==> config.mk <==
export PLATFORM = sky130hd
export DESIGN_NAME = serial_adder
export DESIGN_NICKNAME = d
export VERILOG_FILES = /design/src/rtl/serial_adder.sv
export SDC_FILE = /design/constraint.sdc
export NUM_CORES = 1
export LEC_CHECK = 0
export CORE_UTILIZATION = 51
export DETAILED_ROUTE_END_ITERATION = 10
export HOLD_SLACK_MARGIN = 0.05
export PLACE_DENSITY = 0.83
export SYNTH_ARGS = -nofsm -noshare
export SYNTH_HDL_FRONTEND = slang
export SYNTH_SLANG_ARGS = --single-unit
export TNS_END_PERCENT = 1
==> constraint.sdc <==
create_clock -name clk -period 1.5 [get_ports clk]
set_input_delay 0.375 -clock clk [delete_from_list [all_inputs] [get_ports clk]]
set_output_delay 0.375 -clock clk [all_outputs]
set_load 0.005 [all_outputs]
==> src/rtl/serial_adder.sv <==
// Bit-serial WIDTH-bit adder: one bit per clock, LSB first, start/busy/done handshake.
// Optional subtract mode (sub port, a - b) is built when SERIAL_ADDER_SUB_EN is defined.
module serial_adder #(
  parameter int WIDTH = 8
) (
  input  logic             clk,
  input  logic             rst,
  input  logic             start,
  input  logic [WIDTH-1:0] a,
  input  logic [WIDTH-1:0] b,
`ifdef SERIAL_ADDER_SUB_EN
  input  logic             sub,
`endif
  output logic             busy,
  output logic             done,
  output logic [WIDTH-1:0] sum,
  output logic             cout
);

  // Handshake: start is sampled only in IDLE; busy marks the WIDTH RUN cycles;
  // done pulses for one cycle when sum/cout have just been updated.
  localparam int CW = (WIDTH > 1) ? $clog2(WIDTH) : 1;
  localparam logic [CW-1:0] LAST = CW'(WIDTH - 1);

  typedef enum logic [1:0] {
    IDLE = 2'd0,
    RUN  = 2'd1,
    DONE = 2'd2
  } state_e;

  state_e           state_q, state_d;
  logic [WIDTH-1:0] ra_q, ra_d;
  logic [WIDTH-1:0] rb_q, rb_d;
  logic [WIDTH-1:0] rs_q, rs_d;
  logic [WIDTH-1:0] sum_q, sum_d;
  logic             c_q, c_d;
  logic             cout_q, cout_d;
  logic [CW-1:0]    cnt_q, cnt_d;

  // Two half adders plus an OR form the full adder for the current bit.
  logic ha0_s, ha0_c, ha1_c, bit_s, bit_co;
  assign ha0_s  = ra_q[0] ^ rb_q[0];
  assign ha0_c  = ra_q[0] & rb_q[0];
  assign bit_s  = ha0_s ^ c_q;
  assign ha1_c  = ha0_s & c_q;
  assign bit_co = ha0_c | ha1_c;

  logic [WIDTH-1:0] b_load;
  logic             c_load;
`ifdef SERIAL_ADDER_SUB_EN
  // a - b is a + ~b + 1, so the inverted operand enters with carry-in set.
  assign b_load = sub ? ~b : b;
  assign c_load = sub;
`else
  assign b_load = b;
  assign c_load = 1'b0;
`endif

  always_comb begin
    state_d = state_q;
    ra_d    = ra_q;
    rb_d    = rb_q;
    rs_d    = rs_q;
    sum_d   = sum_q;
    c_d     = c_q;
    cout_d  = cout_q;
    cnt_d   = cnt_q;
    unique case (state_q)
      IDLE: begin
        if (start) begin
          ra_d    = a;
          rb_d    = b_load;
          c_d     = c_load;
          cnt_d   = '0;
          state_d = RUN;
        end
      end
      RUN: begin
        rs_d  = {bit_s, rs_q[WIDTH-1:1]};
        ra_d  = {1'b0, ra_q[WIDTH-1:1]};
        rb_d  = {1'b0, rb_q[WIDTH-1:1]};
        c_d   = bit_co;
        cnt_d = cnt_q + CW'(1);
        if (cnt_q == LAST) begin
          sum_d   = {bit_s, rs_q[WIDTH-1:1]};
          cout_d  = bit_co;
          state_d = DONE;
        end
      end
      DONE: begin
        state_d = IDLE;
      end
      default: begin
        state_d = IDLE;
      end
    endcase
  end

  always_ff @(posedge clk) begin
    if (rst) begin
      state_q <= IDLE;
      ra_q    <= '0;
      rb_q    <= '0;
      rs_q    <= '0;
      sum_q   <= '0;
      c_q     <= 1'b0;
      cout_q  <= 1'b0;
      cnt_q   <= '0;
    end else begin
      state_q <= state_d;
      ra_q    <= ra_d;
      rb_q    <= rb_d;
      rs_q    <= rs_d;
      sum_q   <= sum_d;
      c_q     <= c_d;
      cout_q  <= cout_d;
      cnt_q   <= cnt_d;
    end
  end

  assign busy = (state_q == RUN);
  assign done = (state_q == DONE);
  assign sum  = sum_q;
  assign cout = cout_q;

endmodule

==> results of run 1 <==
-- what timing repair did --
action	4_1_cts	5_1_grt
setup endpoints to repair	11	24
pin swaps	0	4
gates resized for setup	24	4
-- worst max path at each step --
stage | from | to | slack, ns | depth (start not counted)
4_1_cts | state_q[1] | busy | 0.03 | 3
5_1_grt | cnt_q[0] | sum[1] | -0.02 | 5
3_5_place_dp | start | ra_q[3] | -0.09 | 5
3_3_place_gp | start | rb_q[4] | -0.03 | 5
6_report | state_q[1] | done | 0.02 | 2
2_1_floorplan | cnt_q[0] | sum[1] | 0.24 | 6
-- sequential cells by signal, summed over array words and instances, names as in the netlist --
signal and cells:
cout 1, cnt_q 3, rs_q 7, sum 8
rb_q 8, state_q 2, ra_q 8, c_q 1
-- layout make-up --
cell class	count	area, um^2	area share
Multi-Input combinational cell	115	748	0.372
Sequential cell	38	776	0.386
Inverter	2	7.51	0.00373
Clock buffer	6	51.3	0.0255
Tap cell	31	38.8	0.0193
Clock inverter	2	12.5	0.00622
Timing Repair Buffer	39	377	0.187
-- through the flow --
| stage | area [um^2] | total power, uW | setup TNS, ns | instances | utilization |
|---|---|---|---|---|---|
| global placement | 1940 | 1350 | -0.282 | 225 | 0.679 |
| detailed placement | 1940 | 1370 | -0.945 | 225 | 0.679 |
| finish | 2010 | 1920 | 0 | 233 | 0.705 |
| CTS | 2010 | 1930 | 0 | 233 | 0.704 |
| floorplan | 1600 | 1270 | 0 | 167 | - |
| global route | 2010 | 2000 | -0.0568 | 233 | 0.705 |
-- routing by layer --
layer / vias to the layer above / track usage
li1: 640 / -
met5: - / 0
met2: 29 / 0.366
met3: 6 / 0.0692
met1: 585 / 0.245
met4: 0 / 0.0850
-- logic make-up (layout without fill, tap and decap cells) --
family                   count (synthesis)  in the layout  share of synthesized area
AND/OR/NAND/NOR                         59             59                      0.153
AO/OA/AOI/OAI                           38             38                      0.186
flip-flops                              38             38                      0.475
multiplexers                            15             15                     0.0938
buffers and inverters                   14             49                     0.0633
adder cells (fa/ha/maj)                  3              3                     0.0281
-- placed cells by master, fill, tap and decap left out --
master / Yosys / routed
clkbuf_2: 1 / 1
buf_12: 0 / 2
o21ba_2: 1 / 1
nand3b_1: 1 / 1
clkbuf_8: 0 / 1
clkinv_2: 0 / 1
inv_1: 1 / 1
dfxtp_2: 0 / 12
nor3_1: 1 / 1
mux2i_1: 15 / 15
ha_2: 0 / 1
clkinvlp_4: 0 / 1
and3b_1: 1 / 1
nor2_1: 21 / 21
nand2_1: 32 / 32
ha_1: 2 / 1
a211oi_1: 5 / 5
nand2b_4: 0 / 1
dlygate4sd2_1: 0 / 10
fa_1: 1 / 1
o21bai_1: 1 / 1
a22oi_1: 5 / 5
nor2b_1: 1 / 1
nor3b_2: 1 / 1
a211oi_2: 10 / 10
inv_2: 1 / 1
a21oi_1: 16 / 16
buf_6: 6 / 1
buf_4: 0 / 7
clkbuf_4: 0 / 5
clkdlybuf4s50_1: 0 / 18
dfxtp_1: 38 / 26
-- power by group --
group	leakage (uW)	switching [uW]	internal (uW)
clock	0.0000343	343	225
sequential	0.000316	28.7	1050
combinational	0.000455	126	140
==> impl_metrics.tcl, run 1 <==
set metrics [dict create \
    status "finished with violations" \
    violations "DRC" \
    cap_violations 0 \
    critPathTopFamily "flip-flops" \
    crit_path_max_fanout 3 \
    num-nets-final 223 \
    leakagePower_uw 0.000806 \
    synth-seq-cells 38 \
    grt_start_max_net_pins 39 \
    powerDensity_nw_per_um2 954 \
    async_reset_ff_frac 0 \
    path_cells "nor2b_1 -> dlygate4sd2_1" \
    syn_area_per_cell_um2 9.58 \
    yosysWarnings 0 \
    clk_latency_ns 0.35 \
    die-area_um2 3370 \
    synth_edf_count 0 \
    critical_path_class "flip-flop to output pin" \
    cp-start-kind "flip-flop" \
    core_um2 2850 \
    vias_per_cell 5.41 \
    syn_inst 167 \
    start_util 0.561 \
    clockBufferDepth 2 \
    routabilityCongestion 0.717 \
    cts.sinks 38 \
    vias 1260 \
    crit_arrival_ns 1.10 \
    hp-class "flip-flop to flip-flop" \
    hold_path.startpoint "cnt_q[0]" \
    cts_setup_buffers 0 \
    max_freq_mhz 677 \
    wl_um 3170 \
    cts_tree "done" \
    drc 2 \
    synth_nets 189 \
    finalHoldViolCount 0 \
    antenna_found_initial 0 \
    cp.required_ns 1.12 \
    hold-worst-slack_ns 0.456 \
    wl_per_cell_um 13.6 \
    dr_wl_met3_um 143 \
    cts_max_level 2 \
    wl_met1_um 1320 \
    rows 19 \
    syn_area_um2 1600 \
    firstDrtPassIters 7 \
    numPortBuffers 29 \
    track_usage 0.213 \
    ys_seq_area_frac 0.475 \
    worst_slew_pin_slew_ns 0.413 \
    synthFlopType "dfxtp_1" \
    fin_worst_skew_ns 0.00564 \
    holdPathEnd "cnt_q[0]" \
    r2r_cells 5 \
    grt.overflow.total 0 \
    grt_pass1_wl_um 5320 \
    fin_crit_sh 0.985 \
    fp.dieW_um 58.0 \
    yosysMostFrequentCell "dfxtp_1" \
    rr_startpoint "state_q[0]" \
    route.met2.wl_um 1650 \
    cp_num_buf_inv 1 \
    synth.distinct_cells 24 \
    slew_headroom 0.724 \
    ys_top_cells_by_area "dfxtp_1 (48%), mux2i_1 (9.4%), a211oi_2 (7.8%)" \
    ant_nets 0 \
    drive_gt1_frac 0.228 \
    rsz0062_at_grt "yes" \
    area_delta_synth_final_pct 25.6 \
    dr.max_layer_used "met4" \
    chipHeight_um 58.0 \
    clock_tree.root_cell "clkbuf_4" \
    fin_ws_ns 0.0228 \
    fin_crit_ns 1.48 \
    first_iter_violations 52 \
    critical_path.endpoint_type "output pin" \
    yosysTopAreaCellShare 0.475 \
    cts-buffers-inserted 5 \
    hold_buffers 0 \
    nFillCells 209 \
    setup_violations 0 \
    holdPathStages 1 \
    dp_hpwl_um 2250 \
    slowest_stage "dfxtp_2" \
    rrSetupSlack_ns 0.11 \
    grt_pass1_vias 1254 \
    num_io_pins 30 \
    finalMaxSlewViolations 0 \
    cpPeakStageDelay_ns 0.36 \
    ir_worst_vdd_v 0.000624 \
    clkTransAtPathRegs_ns 0.11 \
    yosys.area.top_type "dfxtp_1" \
    diodes 0 \
    synth_commonest_cells "dfxtp_1 (38), nand2_1 (32), nor2_1 (21), a21oi_1 (16), mux2i_1 (15)" \
    pre_cts_slack_ns -0.0909 \
    timing.rr.end "ra_q[3]" \
]
(Power assumes the default switching activity.)
==> run 2, diff against run 1 <==
--- a/config.mk
+++ b/config.mk
@@ -5,10 +5,10 @@
 export SDC_FILE = /design/constraint.sdc
 export NUM_CORES = 1
 export LEC_CHECK = 0
-export CORE_UTILIZATION = 51
+export CORE_UTILIZATION = 54
 export DETAILED_ROUTE_END_ITERATION = 10
 export HOLD_SLACK_MARGIN = 0.05
-export PLACE_DENSITY = 0.83
+export PLACE_DENSITY = 0.87
 export SYNTH_ARGS = -nofsm -noshare
 export SYNTH_HDL_FRONTEND = slang
 export SYNTH_SLANG_ARGS = --single-unit
==> constraint.sdc (replaced) <==
create_clock -name clk -period 1.9 [get_ports clk]
set_input_delay 0.475 -clock clk [delete_from_list [all_inputs] [get_ports clk]]
set_output_delay 0.475 -clock clk [all_outputs]
set_load 0.005 [all_outputs]
==> run 2 against run 1 <==
Against the previous run:
- the flow now finishes without violations
- final area down 2.0%
- combinational power is 24% lower
- largest power group unchanged
- via count increased by 0.32%
- routed wire length shrank 4.0%
- power down 25%
- die area down 5.4%
- sequential power fell by 21%
- register-to-register slack gained 0.37 ns
- non-clock buffer count down 2
==> impl_metrics.tcl, run 2 (synthesis gave the netlist of run 1 again) <==
set metrics [dict create \
    status "finished clean" \
    clkTransAtPathRegs_ns 0.11 \
    area_delta_synth_final_pct 23.1 \
    hold_buffers 0 \
    fp.dieW_um 56.4 \
    tns_ns 0 \
    first_iter_violations 38 \
    fin_util 0.709 \
    setup_violations 0 \
    grt_start_max_net_pins 39 \
    fin_ws_ns 0.0661 \
    fin_worst_skew_ns 0.00634 \
    hp-class "flip-flop to flip-flop" \
    worst_slew_pin_slew_ns 0.430 \
    critical_path_class "flip-flop to output pin" \
    final_cells 230 \
    cts_tree "done" \
    dp_hpwl_um 2120 \
    diodes 0 \
    layout_commonest_cell "dfxtp_1" \
    cts_max_level 2 \
    place_inst 222 \
    fin_crit_sh 0.965 \
    cts-buffers-inserted 5 \
    wl_um 3040 \
    pre_cts_slack_ns 0.124 \
    clockBufferDepth 2 \
    fin_crit_ns 1.83 \
    vias 1264 \
    ant_nets 0 \
    core_um2 2780 \
    wl_per_cell_um 13.2 \
    clock_tree.root_cell "clkbuf_4" \
    grt_pass1_wl_um 5440 \
    grt.overflow.total 0 \
    rsz0062_at_grt "no" \
    firstDrtPassIters 4 \
    drive_gt1_frac 0.146 \
    hold-worst-slack_ns 0.460 \
    leakagePower_uw 0.000743 \
    crit_path_max_fanout 3 \
    track_usage 0.224 \
    finalMaxSlewViolations 0 \
    clk_latency_ns 0.34 \
    chipHeight_um 56.4 \
    max_freq_mhz 545 \
    start_util 0.575 \
    grt_pass1_vias 1302 \
    drc 0 \
    vias_per_cell 5.50 \
    num_io_pins 30 \
    powerDensity_nw_per_um2 733 \
    antenna_found_initial 0 \
    routabilityCongestion 0.699 \
    finalHoldViolCount 0 \
    critical_path.endpoint_type "output pin" \
    mostFrequentLayoutCells "dfxtp_1 (37), nand2_1 (32), clkdlybuf4s50_1 (28)" \
    cap_violations 0 \
    num-nets-final 221 \
    cp-start-kind "flip-flop" \
    cp.required_ns 1.42 \
    numPortBuffers 29 \
    slew_headroom 0.712 \
    rows 19 \
    crit_arrival_ns 1.36 \
    die-area_um2 3180 \
    ir_worst_vdd_v 0.000719 \
    cts.sinks 38 \
]
-- run 2: changes by cell type in the layout (fill, tap and decap cells not counted), moves of 9 or more --
cell,previous run,this run
clkdlybuf4s50_1,18,28
dfxtp_1,26,37
dfxtp_2,12,0
dlygate4sd2_1,10,1
-- run 2: worst max-delay path, stage by stage (launching register included) --
cell,delay (ns)
dfxtp_4,0.36
nor2b_1,0.15
clkdlybuf4s50_1,0.52
-- run 2: per-layer routing --
metal  wire, um  part of all wire  vias to the layer above  track usage
met1       1290              0.42                      605        0.244
li1           -                 -                      633            -
met4         23            0.0076                        0        0.118
met3         90             0.030                        2       0.0507
met5          0                 0                        -            0
met2       1640              0.54                       24        0.398
-- run 2: power by group --
part | internal [uW] | leakage [uW] | switching (uW)
logic | 106 | 0.000400 | 96.4
registers | 831 | 0.000311 | 22.4
clock network | 133 | 0.0000308 | 256
-- run 2: layout make-up --
type	count	area, um^2
clock buffers	5	37.5
clock inverters	2	10.0
fillers	221	811
inverters	2	7.51
multi-input cells	115	738
flip-flops and latches	38	764
well taps	31	38.8
repair buffers	37	374
-- run 2: final timing paths --
path,from,end,slack [ns],cells past startpoint
max,state_q[1],done,0.07,2
min,sum[3],sum[3],0.46,2
max reg2reg,state_q[0],rb_q[1],0.48,5
min reg2reg,sum[3],sum[3],0.46,2
-- run 2: through the flow --
step,power (uW),instance area [um^2]
global placement,1060,1910
finish,1450,1970
floorplan,1010,1600
detailed placement,1080,1910
CTS,1450,1970
global route,1510,1970
-- run 2: timing repair --
action / in CTS / in global routing
setup endpoints to repair: 2 / 0
resized for setup: 3 / 0
buffers inserted: 1 / 0
==> run 3, diff against run 2 <==
==> constraint.sdc (replaced) <==
create_clock -name clk -period 2.25 [get_ports clk]
set_input_delay 0.5625 -clock clk [delete_from_list [all_inputs] [get_ports clk]]
set_output_delay 0.5625 -clock clk [all_outputs]
set_load 0.005 [all_outputs]
==> run 3 against run 2 <==
Against the previous run:
- clock skew is 0.00060 ns higher
- critical path depth up 1
- combinational power down 24%
- largest cell class unchanged
- routed wire length shrank 6.4%
- highest routed layer unchanged
- non-clock buffer count fell by 4
==> impl_metrics.tcl, run 3 (synthesis gave the netlist of run 1 again) <==
set metrics [dict create \
    setup_violations 0 \
    drive_gt1_frac 0.128 \
    clock_tree.root_cell "clkbuf_4" \
    place_area_um2 1870 \
    nFillCells 214 \
    leakagePower_uw 0.000710 \
    hold_path.startpoint "sum[3]" \
    place_inst 219 \
    clockBufferDepth 2 \
    status "finished clean" \
    rr_startpoint "state_q[0]" \
    wl_um 2850 \
    cp.required_ns 1.69 \
    ir_worst_vdd_v 0.000492 \
    cts_tree "done" \
    fin_worst_skew_ns 0.00694 \
    r2r_cells 5 \
    cpPeakStageDelay_ns 0.51 \
    num_io_pins 30 \
    powerDensity_nw_per_um2 626 \
    rows 19 \
    path_cells "nand2b_1 -> inv_4 -> clkdlybuf4s50_1" \
    clk_latency_ns 0.33 \
    vias 1247 \
    core_um2 2780 \
    finalMaxSlewViolations 0 \
    timing.rr.end "ra_q[6]" \
    cts-buffers-inserted 5 \
    layout_commonest_cell "dfxtp_1" \
    antenna_found_initial 0 \
    cts.sinks 38 \
    hp-class "flip-flop to flip-flop" \
    critical_path_class "flip-flop to output pin" \
    grt.overflow.total 0 \
    chipHeight_um 56.4 \
    cts_setup_buffers 0 \
    grt_start_max_net_pins 39 \
    slew_headroom 0.713 \
    track_usage 0.207 \
    vias_per_cell 5.52 \
    rrSetupSlack_ns 0.67 \
    die-area_um2 3180 \
    rsz0062_at_grt "no" \
    num-nets-final 217 \
    cp-start-kind "flip-flop" \
    grt_pass1_vias 1228 \
    tns_ns 0 \
    cap_violations 0 \
    start_util 0.575 \
    area_delta_synth_final_pct 19.8 \
    final_cells 226 \
    first_iter_violations 37 \
    multi_input_area_um2 738 \
    numPortBuffers 29 \
    routabilityCongestion 0.731 \
    holdPathEnd "sum[3]" \
    fin_crit_sh 0.954 \
    ant_nets 0 \
    firstDrtPassIters 4 \
    fp.dieW_um 56.4 \
    crit_arrival_ns 1.58 \
    fin_crit_ns 2.15 \
    holdPathStages 2 \
    dp_hpwl_um 2030 \
    wl_per_cell_um 12.6 \
    worst_slew_pin_slew_ns 0.430 \
    crit_path_max_fanout 12 \
    drc 0 \
    clkTransAtPathRegs_ns 0.11 \
    diodes 0 \
    critical_path.endpoint_type "output pin" \
    slowest_stage "clkdlybuf4s50_1" \
    cts_max_level 2 \
    regArea_um2 762 \
    hold_buffers 0 \
    grt_pass1_wl_um 5130 \
    fin_area_um2 1920 \
    finalHoldViolCount 0 \
    mostFrequentLayoutCells "dfxtp_1 (37), nand2_1 (32), clkdlybuf4s50_1 (29)" \
    max_freq_mhz 466 \
]
-- run 3: cell count changes in the layout (fill, tap and decap cells not counted) --
cell,delta
inv_2,-1
dlygate4sd2_1,-1
buf_4,-2
dfxtp_4,-1
inv_4,+1
dfxtp_2,+1
clkdlybuf4s50_1,+1
buf_12,-2
-- run 3: metrics by stage --
| step | hold slack [ns] | util | total power, uW | setup slack [ns] |
|---|---|---|---|---|
| global route | 0.485 | 0.689 | 1260 | 0.0169 |
| floorplan | 0.432 | - | 850 | 0.896 |
| finish | 0.463 | 0.689 | 1200 | 0.104 |
| detailed placement | 0.451 | 0.671 | 894 | 0.311 |
| CTS | 0.466 | 0.688 | 1210 | 0.0631 |
| global placement | 0.443 | 0.671 | 886 | 0.379 |
-- run 3: worst max-delay path: cells and delay by family (launching register included) --
family | cells | cell delay [ns]
buffers and inverters | 2 | 0.64
and+or+nand+nor | 1 | 0.22
DFF | 1 | 0.38
-- run 3: where the power goes --
part | switching (uW) | internal [uW] | leakage, uW | total (uW)
Clock | 208 | 112 | 0.0000308 | 320
Sequential | 20.6 | 703 | 0.000311 | 723
Combinational | 75.1 | 80.3 | 0.000368 | 155
Total | 304 | 896 | 0.000710 | 1200
-- run 3: how the worst max path moves through the flow --
stage	start	to	slack, ns	depth (start not counted)
floorplan	state_q[1]	busy	0.90	4
finish	state_q[1]	busy	0.10	3
global placement	start	rb_q[0]	0.38	5
detailed placement	start	rb_q[1]	0.31	5
global route	state_q[1]	busy	0.02	3
CTS	state_q[1]	busy	0.06	3
-- run 3: routing by layer --
metal  vias to the layer above  routed length (um)  global-route usage
met2                        31                1400               0.338
met5                         -                   0                   0
met3                         9                 138              0.0599
li1                        623                   -                   -
met1                       584                1220               0.238
met4                         0                  87               0.122
-- run 3: area by class of cell --
type / count / share of cell area
clock inverters: 2 / 0.00522
clock buffers: 5 / 0.0196
well taps: 31 / 0.0202
inverters: 2 / 0.00522
flip-flops and latches: 38 / 0.398
repair buffers: 33 / 0.167
multi-input cells: 115 / 0.385
-- run 3: what timing repair did --
item	in CTS	in global routing
setup endpoints to repair	1	1
gates resized for setup	1	1
hold endpoints to repair	0	0
pin swaps	0	0
